<file path="config.mk">
export PLATFORM = sky130hd
export DESIGN_NAME = adc_spi_responder
export DESIGN_NICKNAME = d
export VERILOG_FILES = /design/src/rtl/adc_spi_responder_pkg.sv /design/src/rtl/adc_spi_responder_sync.sv /design/src/rtl/adc_spi_responder.sv
export SDC_FILE = /design/constraint.sdc
export NUM_CORES = 1
export LEC_CHECK = 0
export BUFFER_PORTS_ARGS = -buffer_cell sky130_fd_sc_hd__buf_2
export CORE_MARGIN = 2
export CORE_UTILIZATION = 60
export DETAILED_ROUTE_END_ITERATION = 8
export HOLD_SLACK_MARGIN = 0.08
export PLACE_DENSITY = 0.78
export SLEW_MARGIN = 20
export SYNTH_ARGS = -nofsm -noshare
export SYNTH_HDL_FRONTEND = slang
export SYNTH_SLANG_ARGS = --single-unit
</file>
<file path="constraint.sdc">
create_clock -name clk -period 2.9 [get_ports clk]
set_input_delay 0.29 -clock clk [delete_from_list [all_inputs] [get_ports clk]]
set_output_delay 0.29 -clock clk [all_outputs]
set_load 0.02 [all_outputs]
</file>
<file path="src/rtl/adc_spi_responder_pkg.sv">
// Shared constants and state type for the ADC-style SPI responder.
package adc_spi_pkg;
    localparam int unsigned FRAME_BITS = 16;
    localparam int unsigned LEAD_ZEROS = 4;
    localparam int unsigned SAMPLE_W   = 12;
    localparam int unsigned CH_W       = 3;
    localparam int unsigned NUM_CH     = 8;
    localparam int unsigned CNT_W      = $clog2(FRAME_BITS);
    // bit-counter value of the rise that captures ADD2; ADD1/ADD0 follow
    localparam int unsigned ADDR_K0    = 2;

    typedef enum logic {
        IDLE   = 1'b0,
        ACTIVE = 1'b1
    } state_t;
endpackage

</file>
<file path="src/rtl/adc_spi_responder_sync.sv">
// Multi-flop synchronizer with a selectable reset level.
module spi_sync #(
    parameter int unsigned STAGES    = 2,
    parameter logic        RESET_VAL = 1'b0
) (
    input  logic clk,
    input  logic reset_b,
    input  logic d,
    output logic q
);
    logic [STAGES-1:0] pipe;

    always_ff @(posedge clk or negedge reset_b) begin
        if (!reset_b) begin
            pipe <= {STAGES{RESET_VAL}};
        end else begin
            pipe <= STAGES'({pipe, d});
        end
    end

    assign q = pipe[STAGES-1];
endmodule

</file>
<file path="src/rtl/adc_spi_responder.sv">
// SPI responder: returns 4 zeros + a 12-bit sample per frame; the address
// received in a frame selects the channel returned in the following frame.
module adc_spi_responder
    import adc_spi_pkg::*;
#(
    parameter int unsigned SYNC_STAGES = 2
) (
    input  logic                clk,
    input  logic                reset_b,
    input  logic                sclk,
    input  logic                cs_b,
    input  logic                din,
    output logic                dout,
    input  logic                wr_en,
    input  logic [CH_W-1:0]     wr_ch,
    input  logic [SAMPLE_W-1:0] wr_data,
    output logic [CH_W-1:0]     cur_ch,
    output logic                frame_done,
    output logic                frame_abort
);
    logic sclk_s, cs_s, din_s;
    logic sclk_q, cs_q;
    logic [SYNC_STAGES-1:0] settle;
    logic armed;
    logic sclk_rise_c, sclk_fall_c, cs_fall_c, cs_rise_c;

    state_t              state, state_n;
    logic [CNT_W-1:0]    k, k_n;
    logic [CH_W-1:0]     addr, addr_n, cur_ch_n;
    logic [SAMPLE_W-1:0] snap, snap_n;
    logic                dout_n, done_n, abort_n;
    logic [CNT_W-1:0]    bit_idx_c;
    logic [CH_W-1:0]     addr_idx_c;
    logic [SAMPLE_W-1:0] samples [NUM_CH];

    spi_sync #(.STAGES(SYNC_STAGES), .RESET_VAL(1'b1)) u_sync_sclk (
        .clk(clk), .reset_b(reset_b), .d(sclk), .q(sclk_s));
    spi_sync #(.STAGES(SYNC_STAGES), .RESET_VAL(1'b1)) u_sync_cs (
        .clk(clk), .reset_b(reset_b), .d(cs_b), .q(cs_s));
    spi_sync #(.STAGES(SYNC_STAGES), .RESET_VAL(1'b0)) u_sync_din (
        .clk(clk), .reset_b(reset_b), .d(din), .q(din_s));

    // Edge history; arming waits until a real high cs_b has passed the
    // synchronizer so a cs_b held low through reset cannot start a frame.
    always_ff @(posedge clk or negedge reset_b) begin
        if (!reset_b) begin
            sclk_q <= 1'b1;
            cs_q   <= 1'b1;
            settle <= '0;
            armed  <= 1'b0;
        end else begin
            sclk_q <= sclk_s;
            cs_q   <= cs_s;
            settle <= SYNC_STAGES'({settle, 1'b1});
            armed  <= armed | (settle[SYNC_STAGES-1] & cs_s);
        end
    end

    assign sclk_rise_c = sclk_s & ~sclk_q;
    assign sclk_fall_c = ~sclk_s & sclk_q;
    assign cs_fall_c   = armed & cs_q & ~cs_s;
    assign cs_rise_c   = cs_s & ~cs_q;

    always_ff @(posedge clk or negedge reset_b) begin
        if (!reset_b) begin
            for (int unsigned i = 0; i < NUM_CH; i++) samples[i] <= '0;
        end else if (wr_en) begin
            samples[wr_ch] <= wr_data;
        end
    end

    // Write-first read used for every snapshot
    function automatic logic [SAMPLE_W-1:0] sample_rd(input logic [CH_W-1:0] ch);
        return (wr_en && (wr_ch == ch)) ? wr_data : samples[ch];
    endfunction

    assign bit_idx_c  = CNT_W'(FRAME_BITS - 1) - k;
    assign addr_idx_c = CH_W'(ADDR_K0 + CH_W - 1) - CH_W'(k);

    always_ff @(posedge clk or negedge reset_b) begin
        if (!reset_b) state <= IDLE;
        else          state <= state_n;
    end

    always_comb begin
        state_n  = state;
        k_n      = k;
        addr_n   = addr;
        cur_ch_n = cur_ch;
        snap_n   = snap;
        dout_n   = dout;
        done_n   = 1'b0;
        abort_n  = 1'b0;
        case (state)
            IDLE: begin
                dout_n = 1'b0;
                if (cs_fall_c) begin
                    state_n  = ACTIVE;
                    k_n      = '0;
                    addr_n   = '0;
                    cur_ch_n = '0;
                    snap_n   = sample_rd('0);
                end
            end
            ACTIVE: begin
                if (cs_rise_c) begin
                    state_n = IDLE;
                    dout_n  = 1'b0;
                    k_n     = '0;
                    addr_n  = '0;
                    abort_n = (k != '0);
                end else if (sclk_rise_c) begin
                    k_n = k + 1'b1;
                    if (k >= CNT_W'(ADDR_K0) && k < CNT_W'(ADDR_K0 + CH_W)) begin
                        addr_n[addr_idx_c] = din_s;
                    end
                    if (k == CNT_W'(FRAME_BITS - 1)) begin
                        done_n   = 1'b1;
                        cur_ch_n = addr;
                        snap_n   = sample_rd(addr);
                    end
                end else if (sclk_fall_c) begin
                    // k already points at the frame position being driven
                    dout_n = (k < CNT_W'(LEAD_ZEROS)) ? 1'b0 : snap[bit_idx_c];
                end
            end
            default: state_n = IDLE;
        endcase
    end

    always_ff @(posedge clk or negedge reset_b) begin
        if (!reset_b) begin
            k           <= '0;
            addr        <= '0;
            cur_ch      <= '0;
            snap        <= '0;
            dout        <= 1'b0;
            frame_done  <= 1'b0;
            frame_abort <= 1'b0;
        end else begin
            k           <= k_n;
            addr        <= addr_n;
            cur_ch      <= cur_ch_n;
            snap        <= snap_n;
            dout        <= dout_n;
            frame_done  <= done_n;
            frame_abort <= abort_n;
        end
    end
endmodule

</file>
==> flow_summary.json <==
{
  "clockBufferDepth": 2,
  "place.gp.congestion": 0.896,
  "synthFlopType": "dfrtp_1",
  "slowest_delay_ns": 0.79,
  "cap_violations": 0,
  "grt_pass1_vias": 4023,
  "max_freq_mhz": 415,
  "status": "finished clean",
  "synth_cells": 430,
  "drc": 0,
  "hold_path_class": "in2reg",
  "grt_pass1_wl_um": 21200,
  "synth_edf_count": 0,
  "synthToLayoutAreaGrowth_pct": 15.9,
  "drv_slew": 0,
  "path_class": "reg2reg",
  "synth_cell_types": 43,
  "synth_area_sq_um": 6200,
  "finalSetupViolations": 0,
  "core_area_sq_um": 10200,
  "dp_hpwl_um": 8200,
  "grt.overflow.total": 0,
  "final_common_cell": "dfrtp_1",
  "ys_warn_count": 0,
  "tightest_slew_ns": 0.706,
  "arrival_ns": 2.82,
  "cts_setup_buffers": 0,
  "worst_path_most_repeated_cell": "mux2_2",
  "hold_viol": 0,
  "die_x_um": 106,
  "clk_pin_slew_worst_paths_ns": 0.06,
  "critPathRequiredTime_ns": 3.31,
  "dieArea_sq_um": 11200,
  "cts.sinks": 133,
  "rows": 37,
  "via_per_inst": 6.16,
  "yosysSeqAreaShare_pct": 53.8,
  "drive_gt1_share_pct": 44.4,
  "ys_ff_latch": 133,
  "worstSkewPairLatency_ns": 0.53,
  "numCtsBuffers": 17,
  "final_cell_mix": "127 x dfrtp_1, 107 x mux2_2, 25 x buf_2",
  "setup.worst_path.end_class": "flip-flop",
  "fin_util_pct": 70.6,
  "io_pins": 27,
  "port_buffers": 26,
  "crit_family": "multiplexers",
  "nNetsFinal": 495,
  "chipHeight_um": 106,
  "fin_setup_tns_ns": 0,
  "total_power_w": 0.00574,
  "drt-total-wl_um": 13100,
  "crit_buf_inv": 0,
  "diodes": 0,
  "worst_ir_drop_vdd_v": 0.000407,
  "relSlewSlack_pct": 53.0,
  "dr.pass1.iters": 4,
  "grt_setup_unrepaired": "no",
  "antenna_found_initial": 0,
  "ant_nets": 0,
  "path_cells": "mux4_1, mux2_2, mux2_2, a221o_1",
  "synth.net_count": 455,
  "async_flop_share_pct": 100,
  "power_density_nw_per_um2": 799,
  "finalCritPeriodShare_pct": 83.2,
  "wl_per_cell_um": 21.1,
  "cts_tree": "built",
  "critPathSlowestCell": "dfrtp_1",
  "htreeDepth": 4,
  "crit_fanout": 14,
  "grt_usage_pct": 25.5,
  "avgSynthCellArea_sq_um": 14.4,
  "start_kind": "flip-flop",
  "grt_start_max_net_pins": 53,
  "layout_min_cycle_time_ns": 2.41,
  "p_leak_nw": 3.17,
  "first_iter_violations": 204,
  "root_buffer": "clkbuf_8",
  "start_util_pct": 60.9,
  "fin_skew_ns": 0.00559,
  "vias": 3809
}
==> power breakdown <==
part           total [W]  switching (W)  internal [W]  leakage [nW]
combinational    0.00116       0.000447      0.000717          1.27
sequential       0.00250       0.000267       0.00223          1.61
clock            0.00208       0.000755       0.00132         0.288
total            0.00574        0.00147       0.00427          3.17
==> sequential cells by signal, summed over array words and instances (netlist names), 2 cells and up <==
name              cells
samples              96
snap                 12
k                     4
addr                  3
cur_ch                3
settle                2
u_sync_cs.pipe        2
u_sync_din.pipe       2
u_sync_sclk.pipe      2
==> layer usage <==
layer,GRT usage [%],part of all wire [%],up-vias
met5,0,0,-
met4,9.59,1.6,0
met3,6.06,5.4,20
met2,40.0,49,128
met1,35.0,44,1979
li1,-,-,1682
==> stage by stage <==
stage	std cells	setup WS, ns	instance area, sq um	hold WS, ns
floorplan	430	0.809	6200	-0.00559
detailed placement	583	0.488	6560	0.337
global placement	583	0.595	6560	0.335
CTS	618	0.485	7190	0.0925
global route	618	0.408	7190	0.106
finish	618	0.488	7190	0.111
==> logic make-up (layout without fill, tap and decap cells) <==
family	after synthesis	count (layout)	synth area share, %
buffers and inverters	33	85	2.58
other	1	1	0.0605
flip-flops	133	133	53.8
multiplexers	144	144	31.5
AO/OA/AOI/OAI	44	44	4.93
adder cells (fa/ha/maj)	4	4	0.807
XOR/XNOR	5	5	0.707
AND/OR/NAND/NOR	66	66	5.63
==> synth_stat cells (2+ instances only) <==
cell | number | area [sq um]
nand3_1 | 4 | 20.0
nand4_1 | 3 | 18.8
nand2_1 | 24 | 90.1
a211o_1 | 3 | 26.3
xor2_1 | 2 | 17.5
o21a_1 | 4 | 30.0
mux2_2 | 107 | 1200
nand4b_1 | 3 | 26.3
nand2b_1 | 4 | 25.0
o22ai_1 | 3 | 18.8
o2bb2ai_1 | 4 | 35.0
a21oi_1 | 11 | 55.1
dfrtp_1 | 127 | 3180
nor4bb_1 | 2 | 20.0
a221o_1 | 3 | 30.0
dfstp_2 | 6 | 158
ha_1 | 4 | 50.1
clkbuf_1 | 14 | 52.6
mux4_1 | 10 | 263
and3_1 | 5 | 31.3
nor3_1 | 6 | 30.0
buf_2 | 7 | 35.0
a211oi_1 | 3 | 22.5
mux2i_1 | 10 | 100
xnor2_1 | 3 | 26.3
nor2b_1 | 2 | 12.5
a21o_1 | 6 | 45.0
mux4_2 | 17 | 383
buf_1 | 6 | 22.5
inv_1 | 3 | 11.3
o21ai_0 | 5 | 25.0
nor2_1 | 8 | 30.0
==> path summary, 6_finish.rpt <==
kind | startpoint | endpoint | slack, ns | cells after the start
max in group asynchronous | reset_b | cs_q | 1.78 | 3
min in group asynchronous | reset_b | settle[0] | 0.34 | 2
max reg2reg | addr[0] | snap[9] | 0.49 | 4
max | addr[0] | snap[9] | 0.49 | 4
min | wr_data[7] | samples[31] | 0.11 | 2
min reg2reg | settle[0] | settle[1] | 0.35 | 0
==> repair_timing <==
action,4_1_cts,5_1_grt
resized for setup,0,0
hold buffers,4,0
endpoints found under the hold margin,47,0
==> area by class of cell <==
class                   instances  area (sq um)
inverters                       3          11.3
clock inverters                 9           100
multi-input cells             264          2730
fillers                       680          3000
well taps                     136           170
clock buffers                  22           483
flip-flops and latches        133          3340
repair buffers                 51           355
Note: power is estimated with default switching activity, not from simulation.
